`config.mk`:
```
export PLATFORM = sky130hd
export DESIGN_NAME = eth_axil_reg_slave
export DESIGN_NICKNAME = d
export VERILOG_FILES = /design/src/rtl/eth_axil_pkg.sv /design/src/rtl/eth_axil_reg_slave.sv
export SDC_FILE = /design/constraint.sdc
export NUM_CORES = 1
export LEC_CHECK = 0
export BUFFER_PORTS_ARGS = -buffer_cell sky130_fd_sc_hd__buf_2
export CORE_ASPECT_RATIO = 0.5
export CORE_MARGIN = 2
export CORE_UTILIZATION = 54
export CTS_BUF_LIST = sky130_fd_sc_hd__clkbuf_4 sky130_fd_sc_hd__clkbuf_8
export DETAILED_ROUTE_END_ITERATION = 16
export GPL_TIMING_DRIVEN = 0
export MAX_ROUTING_LAYER = met4
export PLACE_DENSITY_LB_ADDON = 0.1
export SYNTH_ARGS = -nofsm -noshare
export SYNTH_HDL_FRONTEND = slang
export SYNTH_SLANG_ARGS = --single-unit
export TNS_END_PERCENT = 1
```
`constraint.sdc`:
```
create_clock -name aclk -period 12.05 [get_ports aclk]
set_input_delay 3.0125 -clock aclk [delete_from_list [all_inputs] [get_ports aclk]]
set_output_delay 3.0125 -clock aclk [all_outputs]
set_load 0.05 [all_outputs]
```
`src/rtl/eth_axil_pkg.sv`:
```
// Shared definitions for the Ethernet AXI-Lite control/status register slave:
// response codes, fixed register indices, FSM state types and address decode.
package eth_axil_pkg;

   localparam logic [1:0]  RESP_OKAY   = 2'b00;
   localparam logic [1:0]  RESP_SLVERR = 2'b10;

   localparam int unsigned REG_CTRL    = 32'd0;
   localparam int unsigned REG_STATUS  = 32'd1;

   // Decode result is wide enough for any practical register count; callers
   // keep only the low $clog2(NUM_REGS) bits of the index.
   localparam int unsigned DEC_IDX_W   = 32'd16;

   typedef enum logic [0:0] {
      W_IDLE = 1'b0,
      W_RESP = 1'b1
   } wr_state_t;

   typedef enum logic [0:0] {
      R_IDLE = 1'b0,
      R_DATA = 1'b1
   } rd_state_t;

   typedef struct packed {
      logic                 valid;
      logic [DEC_IDX_W-1:0] idx;
   } dec_t;

   // Word-aligned and inside the bank (all upper address bits zero) is valid.
   function automatic dec_t addr_decode(input logic [63:0] addr,
                                        input int unsigned num_regs);
      dec_t d;
      d.valid = (addr[1:0] == 2'b00) && ((addr >> 2) < 64'(num_regs));
      d.idx   = DEC_IDX_W'(addr >> 2);
      return d;
   endfunction

endpackage

```
`src/rtl/eth_axil_reg_slave.sv`:
```
// AXI-Lite slave exposing the Ethernet control/status register bank.
// Independent write and read FSMs share one register array; reg 0 drives the
// MAC control word, reg 1 reflects the live MAC status word, the rest are
// scratch registers.
module eth_axil_reg_slave
   import eth_axil_pkg::*;
#(
   parameter int unsigned              AXI_ADDR_WIDTH = 32,
   parameter int unsigned              AXI_DATA_WIDTH = 32,
   parameter int unsigned              NUM_REGS       = 8,
   parameter logic [AXI_DATA_WIDTH-1:0] CTRL_RESET    = '0
) (
   input  logic                          aclk,
   input  logic                          areset,
   input  logic [AXI_ADDR_WIDTH-1:0]     awaddr,
   input  logic                          awvalid,
   output logic                          awready,
   input  logic [AXI_DATA_WIDTH-1:0]     wdata,
   input  logic                          wlast,
   input  logic                          wvalid,
   output logic                          wready,
   output logic [1:0]                    bresp,
   output logic                          bvalid,
   input  logic                          bready,
   input  logic [AXI_ADDR_WIDTH-1:0]     araddr,
   input  logic                          arvalid,
   output logic                          arready,
   output logic [AXI_DATA_WIDTH-1:0]     rdata,
   output logic [1:0]                    rresp,
   output logic                          rlast,
   output logic                          rvalid,
   input  logic                          rready,
   input  logic [AXI_DATA_WIDTH-1:0]     status_i,
   output logic [AXI_DATA_WIDTH-1:0]     ctrl_o,
   output logic                          reg_wr_pulse_o,
   output logic [$clog2(NUM_REGS)-1:0]   reg_wr_idx_o
);

   localparam int unsigned IDX_W = $clog2(NUM_REGS);

   wr_state_t                 r_wr_state;
   rd_state_t                 r_rd_state;
   logic                      r_awready;
   logic                      r_wready;
   logic                      r_arready;
   logic                      r_aw_got;
   logic                      r_w_got;
   logic [AXI_ADDR_WIDTH-1:0] r_awaddr;
   logic [AXI_DATA_WIDTH-1:0] r_wdata;
   logic                      r_bvalid;
   logic [1:0]                r_bresp;
   logic                      r_rvalid;
   logic [1:0]                r_rresp;
   logic [AXI_DATA_WIDTH-1:0] r_rdata;
   logic                      r_wr_pulse;
   logic [IDX_W-1:0]          r_wr_idx;
   logic [AXI_DATA_WIDTH-1:0] r_regs [NUM_REGS];

   logic                      w_aw_hs;
   logic                      w_w_hs;
   logic                      w_have_aw;
   logic                      w_have_w;
   logic [AXI_ADDR_WIDTH-1:0] w_wr_addr;
   logic [AXI_DATA_WIDTH-1:0] w_wr_data;
   dec_t                      w_wr_dec;
   dec_t                      w_rd_dec;
   logic [IDX_W-1:0]          w_wr_idx;
   logic [IDX_W-1:0]          w_rd_idx;
   logic                      w_wr_en;
   logic [AXI_DATA_WIDTH-1:0] w_rd_val;
   logic [1:0]                w_rd_resp;
   logic                      w_unused;

   // Handshake detection, capture muxing and address decode for both channels.
   always_comb begin
      w_aw_hs   = awvalid && r_awready;
      w_w_hs    = wvalid && r_wready;
      w_have_aw = r_aw_got || w_aw_hs;
      w_have_w  = r_w_got || w_w_hs;
      w_wr_addr = w_aw_hs ? awaddr : r_awaddr;
      w_wr_data = w_w_hs ? wdata : r_wdata;
      w_wr_dec  = addr_decode(64'(w_wr_addr), NUM_REGS);
      w_rd_dec  = addr_decode(64'(araddr), NUM_REGS);
      w_wr_idx  = w_wr_dec.idx[IDX_W-1:0];
      w_rd_idx  = w_rd_dec.idx[IDX_W-1:0];
      // STATUS is read-only: writes are acknowledged but never land.
      w_wr_en   = w_wr_dec.valid && (w_wr_idx != IDX_W'(REG_STATUS));
      if (!w_rd_dec.valid) begin
         w_rd_val  = '0;
         w_rd_resp = RESP_SLVERR;
      end else if (w_rd_idx == IDX_W'(REG_STATUS)) begin
         w_rd_val  = status_i;
         w_rd_resp = RESP_OKAY;
      end else begin
         w_rd_val  = r_regs[w_rd_idx];
         w_rd_resp = RESP_OKAY;
      end
      w_unused  = ^{wlast, w_wr_dec.idx[DEC_IDX_W-1:IDX_W], w_rd_dec.idx[DEC_IDX_W-1:IDX_W]};
   end

   // Write FSM: collect AW and W in any order, commit, then hold B until accepted.
   always_ff @(posedge aclk or posedge areset) begin
      if (areset) begin
         r_wr_state <= W_IDLE;
         r_awready  <= 1'b0;
         r_wready   <= 1'b0;
         r_aw_got   <= 1'b0;
         r_w_got    <= 1'b0;
         r_awaddr   <= '0;
         r_wdata    <= '0;
         r_bvalid   <= 1'b0;
         r_bresp    <= RESP_OKAY;
         r_wr_pulse <= 1'b0;
         r_wr_idx   <= '0;
         for (int i = 0; i < int'(NUM_REGS); i++) begin
            r_regs[i] <= (i == int'(REG_CTRL)) ? CTRL_RESET : '0;
         end
      end else begin
         r_wr_pulse <= 1'b0;
         case (r_wr_state)
            W_IDLE: begin
               if (w_have_aw && w_have_w) begin
                  if (w_wr_en) begin
                     r_regs[w_wr_idx] <= w_wr_data;
                     r_wr_pulse       <= 1'b1;
                     r_wr_idx         <= w_wr_idx;
                  end
                  r_bresp    <= w_wr_dec.valid ? RESP_OKAY : RESP_SLVERR;
                  r_bvalid   <= 1'b1;
                  r_awready  <= 1'b0;
                  r_wready   <= 1'b0;
                  r_aw_got   <= 1'b0;
                  r_w_got    <= 1'b0;
                  r_wr_state <= W_RESP;
               end else begin
                  r_aw_got  <= w_have_aw;
                  r_w_got   <= w_have_w;
                  r_awready <= !w_have_aw;
                  r_wready  <= !w_have_w;
                  r_awaddr  <= w_wr_addr;
                  r_wdata   <= w_wr_data;
               end
            end
            W_RESP: begin
               if (bready) begin
                  r_bvalid   <= 1'b0;
                  r_awready  <= 1'b1;
                  r_wready   <= 1'b1;
                  r_wr_state <= W_IDLE;
               end
            end
            default: begin
               r_wr_state <= W_IDLE;
               r_bvalid   <= 1'b0;
               r_awready  <= 1'b0;
               r_wready   <= 1'b0;
            end
         endcase
      end
   end

   // Read FSM: capture data at the AR handshake and hold it until R is accepted.
   always_ff @(posedge aclk or posedge areset) begin
      if (areset) begin
         r_rd_state <= R_IDLE;
         r_arready  <= 1'b0;
         r_rvalid   <= 1'b0;
         r_rresp    <= RESP_OKAY;
         r_rdata    <= '0;
      end else begin
         case (r_rd_state)
            R_IDLE: begin
               if (!r_arready) begin
                  r_arready <= 1'b1;
               end else if (arvalid) begin
                  r_rdata    <= w_rd_val;
                  r_rresp    <= w_rd_resp;
                  r_rvalid   <= 1'b1;
                  r_arready  <= 1'b0;
                  r_rd_state <= R_DATA;
               end
            end
            R_DATA: begin
               if (rready) begin
                  r_rvalid   <= 1'b0;
                  r_arready  <= 1'b1;
                  r_rd_state <= R_IDLE;
               end
            end
            default: begin
               r_rd_state <= R_IDLE;
               r_rvalid   <= 1'b0;
               r_arready  <= 1'b0;
            end
         endcase
      end
   end

   assign awready        = r_awready;
   assign wready         = r_wready;
   assign bvalid         = r_bvalid;
   assign bresp          = r_bresp;
   assign arready        = r_arready;
   assign rvalid         = r_rvalid;
   assign rlast          = r_rvalid;
   assign rresp          = r_rresp;
   assign rdata          = r_rdata;
   assign ctrl_o         = r_regs[REG_CTRL];
   assign reg_wr_pulse_o = r_wr_pulse;
   assign reg_wr_idx_o   = r_wr_idx;

endmodule
```
==> flow_summary.yaml, run 1 <==
worst_setup_path:
  r2r_end: "r_wdata[6]$_DFFE_PP0P_"
  required_ns: 12.52
  r2r_start: "wready$_DFFE_PP0P_"
  reg2reg_depth: 5
  crit_arrival_ns: 5.23
  path_class: "primary input to register"
  r2r_setup_slack_ns: 9.39
  cp_top_family: "simple AND/OR/NAND/NOR gates"
  critPathSlowestCell: "nor2_1"
  cp-end-kind: "register"
  crit_path_end: "r_wdata[6]$_DFFE_PP0P_"
  cpPeakStageDelay_ns: 0.74
  startpoint: "wvalid"
  cp_num_cells: 6
  path_buf_inv: 2
  crit_path_max_fanout: 10
  cp_cell_sequence: "buf_2 -> a21oi_1 -> nor2_1 -> nor2_1 -> buf_2 -> mux2_2"
  worstSetupStartpointType: "primary input"
synth:
  ys_ff_latch: 335
  synthAdderAreaFrac_pct: 0
  yosys_warnings: 0
  ys_types: 39
  ys_seq_area_share_pct: 53.7
  synthXorXnorAreaFrac_pct: 0
  synth.area.mux_share_pct: 36.4
  netlist_instances: 1005
  synth_area_sq_um: 15600
  synth_top_family_by_area: "multiplexers"
  synth_compound_area_share_pct: 1.87
  synth_area_per_cell_sq_um: 15.5
  synthSimpleGateAreaFrac_pct: 3.73
sta:
  rsz0062_at_grt: "false"
  fin_tns_setup_ns: 0
  tightest_slew_ns: 1.07
  period_minus_slack_ns: 4.75
  finalCritPeriodShare_pct: 39.4
  skew_ns: 0.0192
  max_freq_ghz: 0.211
  hold_viol_final: 0
  slew-limit-headroom_pct: 28.5
  setup_viol: 0
  drv_slew: 0
cells_and_area:
  drive_gt1_share_pct: 54.6
  final_common_cell: "dfrtp_1"
  fin_nets: 1407
  final_cells: 1689
  layout_common_cells: "335 x dfrtp_1, 229 x buf_2, 196 x mux2_2"
  post-route-util_pct: 65.4
  area_growth_pct: 17.5
grt:
  grt_usage_pct: 26.1
  first_global_vias: 10400
  grt_use_met3_pct: 5.40
  antenna_found_initial: 1
  grt_overflow: 0
  grt_pass1_wl_mm: 59.1
  busiest_layer: "met2"
  grtUsageMet2_pct: 39.3
  grt_use_met1_pct: 36.6
  grt_max_degree: 44
detailed_routing:
  remaining_drc_errors: 0
  vias: 9552
  drt_iter0_drc: 523
  drtPass1Iterations: 5
  routed_wirelength_mm: 37.3
  post_drt_wl_per_cell_microns: 22.1
  vias_per_cell: 5.66
  ant_nets: 0
placement:
  placed_cells: 1604
  hpwlAfterDp_mm: 25.8
  port_buffers: 207
  place_congestion: 0.807
power:
  p_per_area_nw_per_um2: 163
  vdd_drop_max_v: 0.000100
  p_leak_uw: 0.00938
clocking:
  path_clk_slew_ns: 0.07
  post_cts_resized: 0
  clockRootBuffer: "clkbuf_8"
  ctsLongestPathBuffers: 3
  worstSkewPairLatency_ns: 0.60
  ctsHoldBuffers: 0
  tritoncts: "built"
  cts_setup_buffers: 0
  htreeDepth: 2
  numCtsBuffers: 47
  clock-sinks: 335
die:
  num_rows: 43
  start_util_pct: 55.7
  die_x_microns: 244
  die_area_sq_um: 30400
  coreArea_sq_um: 28000
  die_h_microns: 124
  ios: 214
min_path:
  hp-class: "register to register"
status:
  status: "finished clean"
flow_run:
  maxCapViolations: 0
==> worst register-to-register path, delay by kind of cell (launching register included) <==
family / cells / cell delay, ns
mux: 1 / 0.41
flops: 1 / 0.42
compound gates: 1 / 0.33
simple gates: 2 / 0.86
buf+inv: 1 / 0.52
==> Yosys cell counts <==
library cell / n / area share (%)
or3_1: 2 / 0.080
nor3_1: 4 / 0.13
nor4_1: 18 / 0.72
buf_1: 5 / 0.12
o22ai_1: 1 / 0.040
clkbuf_1: 11 / 0.26
a21oi_1: 5 / 0.16
o21a_1: 1 / 0.048
o22a_1: 4 / 0.22
inv_1: 3 / 0.072
o21ai_0: 33 / 1.1
a211o_1: 1 / 0.056
a31oi_1: 2 / 0.080
o31ai_1: 1 / 0.048
nand3_1: 3 / 0.096
mux2i_2: 1 / 0.088
buf_6: 19 / 1.4
nand3b_1: 2 / 0.096
nor2_1: 11 / 0.26
mux4_2: 64 / 9.2
a21oi_2: 1 / 0.056
mux2_2: 196 / 14
conb_1: 1 / 0.024
nand4_4: 6 / 0.82
mux2_4: 65 / 6.3
o21ai_1: 3 / 0.096
nand2_2: 1 / 0.040
mux2_1: 63 / 4.5
buf_4: 36 / 1.7
nor2_2: 1 / 0.040
dfrtp_1: 335 / 54
and3_1: 2 / 0.080
buf_2: 22 / 0.71
nand2b_1: 3 / 0.12
or4_1: 1 / 0.048
nand4b_1: 1 / 0.056
nand4_1: 5 / 0.20
mux2i_1: 33 / 2.1
nand2_1: 39 / 0.94
==> layout make-up <==
class                      instances  area [sq um]
fill                            2104          9700
sequential                       335          8380
multi-input combinational        575          6560
timing repair buffer             216          1220
clock buffer                      79           968
buffer                            93           654
tap                              382           478
clock inverter                     5          56.3
inverter                           3          15.0
antenna                            1          2.50
==> per-stage QoR <==
stage	setup WS (ns)	total power, uW	hold WS, ns	cell area (sq um)
2_1_floorplan	4.56	1840	0.439	15600
3_3_place_gp	2.80	2010	0.457	17100
3_5_place_dp	6.74	2050	0.466	17300
4_1_cts	7.40	3010	0.481	18300
5_1_grt	7.26	3140	0.499	18300
6_report	7.30	2990	0.476	18300
==> metal layers <==
layer	vias up	share of wire, %
li1	4227	-
met1	5077	47
met5	-	0
met3	59	4.5
met2	189	47
met4	0	2.1
==> kinds of logic after synthesis <==
| kind of cell | Yosys count |
|---|---|
| compound gates | 52 |
| buf+inv | 96 |
| flops | 335 |
| mux | 422 |
| other cells | 1 |
| simple gates | 99 |
==> worst min path at each step <==
stage,from,endpoint,slack [ns],cells after the start
floorplan,r_rd_state$_DFF_PP0_,arready$_DFFE_PP0P_,0.44,1
global placement,rdata[8]$_DFFE_PP0P_,rdata[8]$_DFFE_PP0P_,0.46,2
detailed placement,rdata[11]$_DFFE_PP0P_,rdata[11]$_DFFE_PP0P_,0.47,2
CTS,rdata[11]$_DFFE_PP0P_,rdata[11]$_DFFE_PP0P_,0.48,2
global route,r_regs[131]$_DFFE_PP0P_,r_regs[131]$_DFFE_PP0P_,0.50,1
finish,rdata[11]$_DFFE_PP0P_,rdata[11]$_DFFE_PP0P_,0.48,2
==> sequential cells by signal, summed over array words and instances (netlist names), 3 cells and up <==
register and flops:
r_regs 192, ctrl_o 32, r_awaddr 32, r_wdata 32
rdata 32, reg_wr_idx_o 3
==> where the power goes <==
group | internal (uW) | switching [uW] | leakage, uW
Combinational | 297 | 404 | 0.00432
Clock | 527 | 440 | 0.000545
Sequential | 1250 | 71.8 | 0.00451
Total | 2080 | 916 | 0.00938
Note: power is estimated with default switching activity, not from simulation.
==> run 2: changes to the inputs <==
CORE_UTILIZATION = 60   (was 54)
clock period = 4.4 ns   (was 12.05 ns; I/O delays follow)
==> run 2 against run 1 <==
Net effect: via count shrank 0.15%; wire length is 4.8% lower; critical endpoint is now r_wdata[3]$_DFFE_PP0P_; critical path type unchanged; power grew to 2.7 times the previous value; largest power group unchanged; first-iteration DRC count is 7.1% lower; flip-flop and latch count did not move; cell area fell by 0.50%; die area shrank 9.8%; hold slack lost 0.0033 ns.
==> flow_summary.yaml, run 2 (synthesized netlist as in run 1, its figures left out) <==
clocking:
  ctsLongestPathBuffers: 3
  tritoncts: "built"
  cts_setup_buffers: 0
  htreeDepth: 2
  clock-sinks: 335
  ctsHoldBuffers: 0
  clockRootBuffer: "clkbuf_8"
  numCtsBuffers: 47
  post_cts_resized: 0
  path_clk_slew_ns: 0.06
  worstSkewPairLatency_ns: 0.58
grt:
  grt_pass1_wl_mm: 57.2
  grt_usage_pct: 28.1
  antenna_found_initial: 2
  first_global_vias: 10400
  grt_overflow: 0
  grt_max_degree: 44
sta:
  max_freq_ghz: 0.353
  fin_tns_setup_ns: 0
  setup_viol: 0
  drv_slew: 0
  tightest_slew_ns: 1.01
  finalCritPeriodShare_pct: 64.3
  rsz0062_at_grt: "false"
  period_minus_slack_ns: 2.83
  skew_ns: 0.0219
  hold_viol_final: 0
  slew-limit-headroom_pct: 33.0
worst_setup_path:
  startpoint: "wvalid"
  required_ns: 4.85
  r2r_start: "wready$_DFFE_PP0P_"
  cpPeakStageDelay_ns: 0.73
  cp_cell_sequence: "buf_2 -> a21oi_1 -> nor2_1 -> nor2_1 -> buf_2 -> mux2_2"
  cp-end-kind: "register"
  crit_path_max_fanout: 10
  path_class: "primary input to register"
  worstSetupStartpointType: "primary input"
  crit_arrival_ns: 3.28
  critPathSlowestCell: "nor2_1"
cells_and_area:
  drive_gt1_share_pct: 54.3
  area_growth_pct: 16.9
  layout_common_cells: "335 x dfrtp_1, 229 x buf_2, 196 x mux2_2"
  fin_nets: 1407
  largest_reg_flops: 192
  final_common_cell: "dfrtp_1"
  top_register: "r_regs"
  final_cells: 1645
  post-route-util_pct: 71.8
power:
  switching_power_uw: 2440
  p_per_area_nw_per_um2: 443
  netSwitchingFraction_pct: 30.2
  vdd_drop_max_v: 0.000317
  p_seq_share_pct: 45.1
  combPwrFrac_pct: 23.6
  finalPower_uw: 8070
  p_int_uw: 5640
  p_leak_uw: 0.00935
  p_clk_share_pct: 31.3
min_path:
  hp-class: "register to register"
  min_from: "rdata[12]$_DFFE_PP0P_"
placement:
  hpwlAfterDp_mm: 25.3
  port_buffers: 207
  placed_cells: 1566
  place_congestion: 0.835
die:
  coreArea_sq_um: 25400
  die_h_microns: 118
  die_area_sq_um: 27400
  num_rows: 41
  ios: 214
  die_x_microns: 232
  start_util_pct: 61.4
detailed_routing:
  remaining_drc_errors: 0
  vias: 9538
  drt_iter0_drc: 486
  post_drt_wl_per_cell_microns: 21.6
  vias_per_cell: 5.80
  routed_wirelength_mm: 35.5
  drtPass1Iterations: 5
  ant_nets: 0
status:
  status: "finished clean"
flow_run:
  maxCapViolations: 0
run 2: per-stage QoR:
| step | setup slack [ns] | hold slack [ns] | cell area [sq um] |
|---|---|---|---|
| CTS | 1.66 | 0.472 | 18200 |
| global placement | -2.82 | 0.456 | 17100 |
| floorplan | -1.18 | 0.439 | 15600 |
| finish | 1.57 | 0.473 | 18200 |
| global route | 1.57 | 0.498 | 18200 |
| detailed placement | 1.05 | 0.465 | 17300 |
run 2: final cells by class:
| cell class | count | area, sq um |
|---|---|---|
| sequential | 335 | 8380 |
| timing repair buffer | 216 | 1220 |
| fill | 1745 | 7150 |
| tap | 344 | 430 |
| buffer | 93 | 654 |
| clock buffer | 77 | 978 |
| multi-input combinational | 575 | 6560 |
| inverter | 3 | 15.0 |
| antenna | 2 | 5.00 |
run 2: worst paths after layout:
kind	endpoint	slack [ns]	cells after the start
worst max-delay path	r_wdata[3]$_DFFE_PP0P_	1.57	6
worst min-delay path	rdata[12]$_DFFE_PP0P_	0.47	2
worst max register to register	r_wdata[3]$_DFFE_PP0P_	1.80	5
worst min register to register	rdata[12]$_DFFE_PP0P_	0.47	2
max in group asynchronous	r_awaddr[28]$_DFFE_PP0P_	2.52	6
min in group asynchronous	rdata[5]$_DFFE_PP0P_	0.52	2
run 2: critical path, delay by kind of cell:
| kind | cells | cell delay [ns] |
|---|---|---|
| AO/OA/AOI/OAI | 1 | 0.33 |
| multiplexers | 1 | 0.38 |
| buffers and inverters | 2 | 0.60 |
| AND/OR/NAND/NOR | 2 | 0.85 |
run 2: power groups by stage:
stage               Combinational [uW]  Clock, uW  Sequential (uW)
finish                            1910       2530             3640
global route                      2060       2730             3680
detailed placement                1910          0             3690
floorplan                         1320          0             3710
CTS                               1910       2580             3640
global placement                  1810          0             3660
run 2: metal layers:
layer / part of all wire, % / track usage [%] / wire length (microns)
met5: 0 / - / 0
met4: 2.3 / 7.73 / 812
met3: 4.1 / 4.82 / 1450
met2: 48 / 43.2 / 17100
met1: 46 / 39.2 / 16200
==> run 3: changes to the inputs <==
ABC_AREA = 1   (was default)
clock period = 2.61 ns   (was 4.4 ns; I/O delays follow)
==> run 3 against run 2 <==
Net effect: combinational power increased to 3.4 times the previous value; register-to-register slack got worse by 1.7 ns; synthesized cell count grew 130%; area after synthesis rose by 9.1%; first-iteration DRC count increased to 4.5 times the previous value; critical path depth grew 7; sequential power up 67%; die area rose by 8.8%; power rose by 110%; non-clock buffer count up 131; critical path type is now register to register; largest cell class unchanged.
==> flow_summary.yaml, run 3 <==
die:
  ios: 214
  coreArea_sq_um: 27800
  die_h_microns: 123
  die_x_microns: 242
  start_util_pct: 61.2
  num_rows: 43
  die_area_sq_um: 29800
detailed_routing:
  routed_wirelength_mm: 56.8
  ant_nets: 0
  remaining_drc_errors: 0
  vias: 17300
  drtPass1Iterations: 9
  post_drt_wl_per_cell_microns: 19.2
  vias_per_cell: 5.85
  drt_iter0_drc: 2190
placement:
  place_congestion: 0.985
  pre_cts_ws_ns: -0.514
  port_buffers: 209
  hpwlAfterDp_mm: 41.2
  place_area_sq_um: 18700
grt:
  grt_max_degree: 43
  first_global_vias: 16100
  grt_overflow: 0
  grt_usage_pct: 39.3
  antenna_found_initial: 5
  grt_pass1_wl_mm: 88.0
cells_and_area:
  final_common_cell: "nand2_1"
  layout_common_cells: "826 x nand2_1, 334 x dfrtp_1, 234 x buf_2"
  area_growth_pct: 17.7
  final_area_sq_um: 20000
  largest_reg_flops: 192
  nFillCells: 2367
  top_register: "r_regs"
  drive_gt1_share_pct: 17.5
  fin_nets: 2676
  post-route-util_pct: 72.0
clocking:
  numCtsBuffers: 47
  worstSkewPairLatency_ns: 0.61
  clock-sinks: 335
  ctsHoldBuffers: 0
  tritoncts: "built"
  htreeDepth: 2
  path_clk_slew_ns: 0.07
  ctsLongestPathBuffers: 3
  clockRootBuffer: "clkbuf_8"
sta:
  period_minus_slack_ns: 2.55
  fin_ws_ns: 0.0582
  fin_tns_setup_ns: 0
  max_freq_ghz: 0.392
  drv_slew: 0
  skew_ns: 0.0306
  tightest_slew_ns: 1.15
  finalCritPeriodShare_pct: 97.8
  slew-limit-headroom_pct: 23.6
  setup_viol: 0
  hold_viol_final: 0
synth:
  synth_area_per_cell_sq_um: 7.51
  ys.flop_type: "dfrtp_1"
  synth_area_leader_cell: "dfrtp_1"
  ys_types: 26
  ys_top_cells_by_area: "dfrtp_1 49%, nand2_1 18%, nand4_1 8.5%"
  synth_area_sq_um: 17000
  synth_edf_count: 0
  ys_ff_latch: 335
  synth-async-reset-ratio_pct: 100
  synthTopCellsByCount: "828 x nand2_1, 335 x dfrtp_1, 232 x nand4_1, 208 x nor2_1, 190 x o21ai_0"
  synth_top_area_share_pct: 49.3
  yosys_warnings: 0
  netlist_instances: 2266
  ys_seq_area_share_pct: 49.3
  synth.most_common_cell: "nand2_1"
flow_run:
  maxCapViolations: 0
worst_setup_path:
  crit_arrival_ns: 3.03
  worstSetupStartpointType: "register"
  path_class: "register to register"
  required_ns: 3.09
  crit_path_max_fanout: 10
  cp-end-kind: "register"
min_path:
  hp-class: "primary input to async pin"
power:
  p_per_area_nw_per_um2: 855
  p_leak_uw: 0.0109
  vdd_drop_max_v: 0.000649
status:
  status: "finished clean"
==> run 3: final cells by class <==
class | instances | area (sq um) | area share, %
diodes | 5 | 12.5 | 0.0625
well taps | 382 | 478 | 2.39
clock inverters | 5 | 53.8 | 0.269
flip-flops and latches | 335 | 8380 | 41.9
plain buffers | 216 | 1140 | 5.69
inverters | 94 | 357 | 1.78
repair buffers | 224 | 1260 | 6.30
multi-input cells | 1622 | 7350 | 36.7
clock buffers | 79 | 993 | 4.96
==> run 3: per-layer routing <==
| layer | GRT usage, % | wire (microns) | share of wire, % | up-vias |
|---|---|---|---|---|
| li1 | - | - | - | 8012 |
| met1 | 54.7 | 23800 | 42 | 8158 |
| met2 | 54.3 | 23300 | 41 | 1070 |
| met3 | 15.5 | 8860 | 16 | 102 |
| met4 | 8.45 | 845 | 1.5 | 0 |
| met5 | - | 0 | 0 | - |
==> run 3: repair_timing <==
item,4_1_cts,5_1_grt
setup buffers,4,3
pin swaps,3,6
cloned,0,0
gates resized for setup,15,77
endpoints found under the setup margin,221,250
==> run 3: stage by stage <==
stage / hold WS, ns / power, uW / instances
after floorplan: 0.417 / 9950 / 2267
after global placement: 0.429 / 11900 / 2858
after detailed placement: 0.431 / 12100 / 2866
after CTS: 0.220 / 16700 / 2954
after global routing: 0.232 / 17900 / 2962
final: 0.187 / 17100 / 2962
==> run 3: report_power, final <==
| part | total (uW) | leakage (uW) | internal, uW | switching, uW |
|---|---|---|---|---|
| registers | 6070 | 0.00454 | 5780 | 281 |
| clock network | 4630 | 0.000559 | 2490 | 2130 |
| logic | 6430 | 0.00585 | 1390 | 5030 |
==> run 3: worst paths after layout <==
| path | end | slack [ns] | cells after the start | startpoint |
|---|---|---|---|---|
| max | r_regs[72]$_DFFE_PP0P_ | 0.06 | 13 | awready$_DFFE_PP0P_ |
| min | arready$_DFFE_PP0P_ | 0.19 | 2 | areset |
| max reg2reg | r_regs[72]$_DFFE_PP0P_ | 0.06 | 13 | awready$_DFFE_PP0P_ |
| min reg2reg | rlast$_DFFE_PP0P_ | 0.44 | 1 | r_rd_state$_DFF_PP0_ |
| max in group asynchronous | r_awaddr[30]$_DFFE_PP0P_ | 0.88 | 6 | areset |
| min in group aclk | rlast$_DFFE_PP0P_ | 0.22 | 2 | rready |
==> run 3: kinds of logic (layout without fill, tap and decap cells) <==
| group | count (synthesis) | in the layout | synth area share [%] |
|---|---|---|---|
| AOI/OAI and AO/OA | 304 | 304 | 9.60 |
| DFF | 335 | 335 | 49.3 |
| buffers and inverters | 310 | 618 | 8.29 |
| other | 1 | 7 | 0.0220 |
| and+or+nand+nor | 1316 | 1316 | 32.8 |
==> run 3: critical path, cell delays in order, from the launching register on <==
cell and delay, ns:
dfrtp_2 0.46, buf_4 0.19, buf_4 0.18, nand3_1 0.07
nand2_1 0.05, nor2_1 0.12, nand2_1 0.08, nor2_2 0.15
nand2_1 0.11, nor2_4 0.26, nand4_1 0.30, buf_2 0.30
nand2_1 0.09, nand2_1 0.06
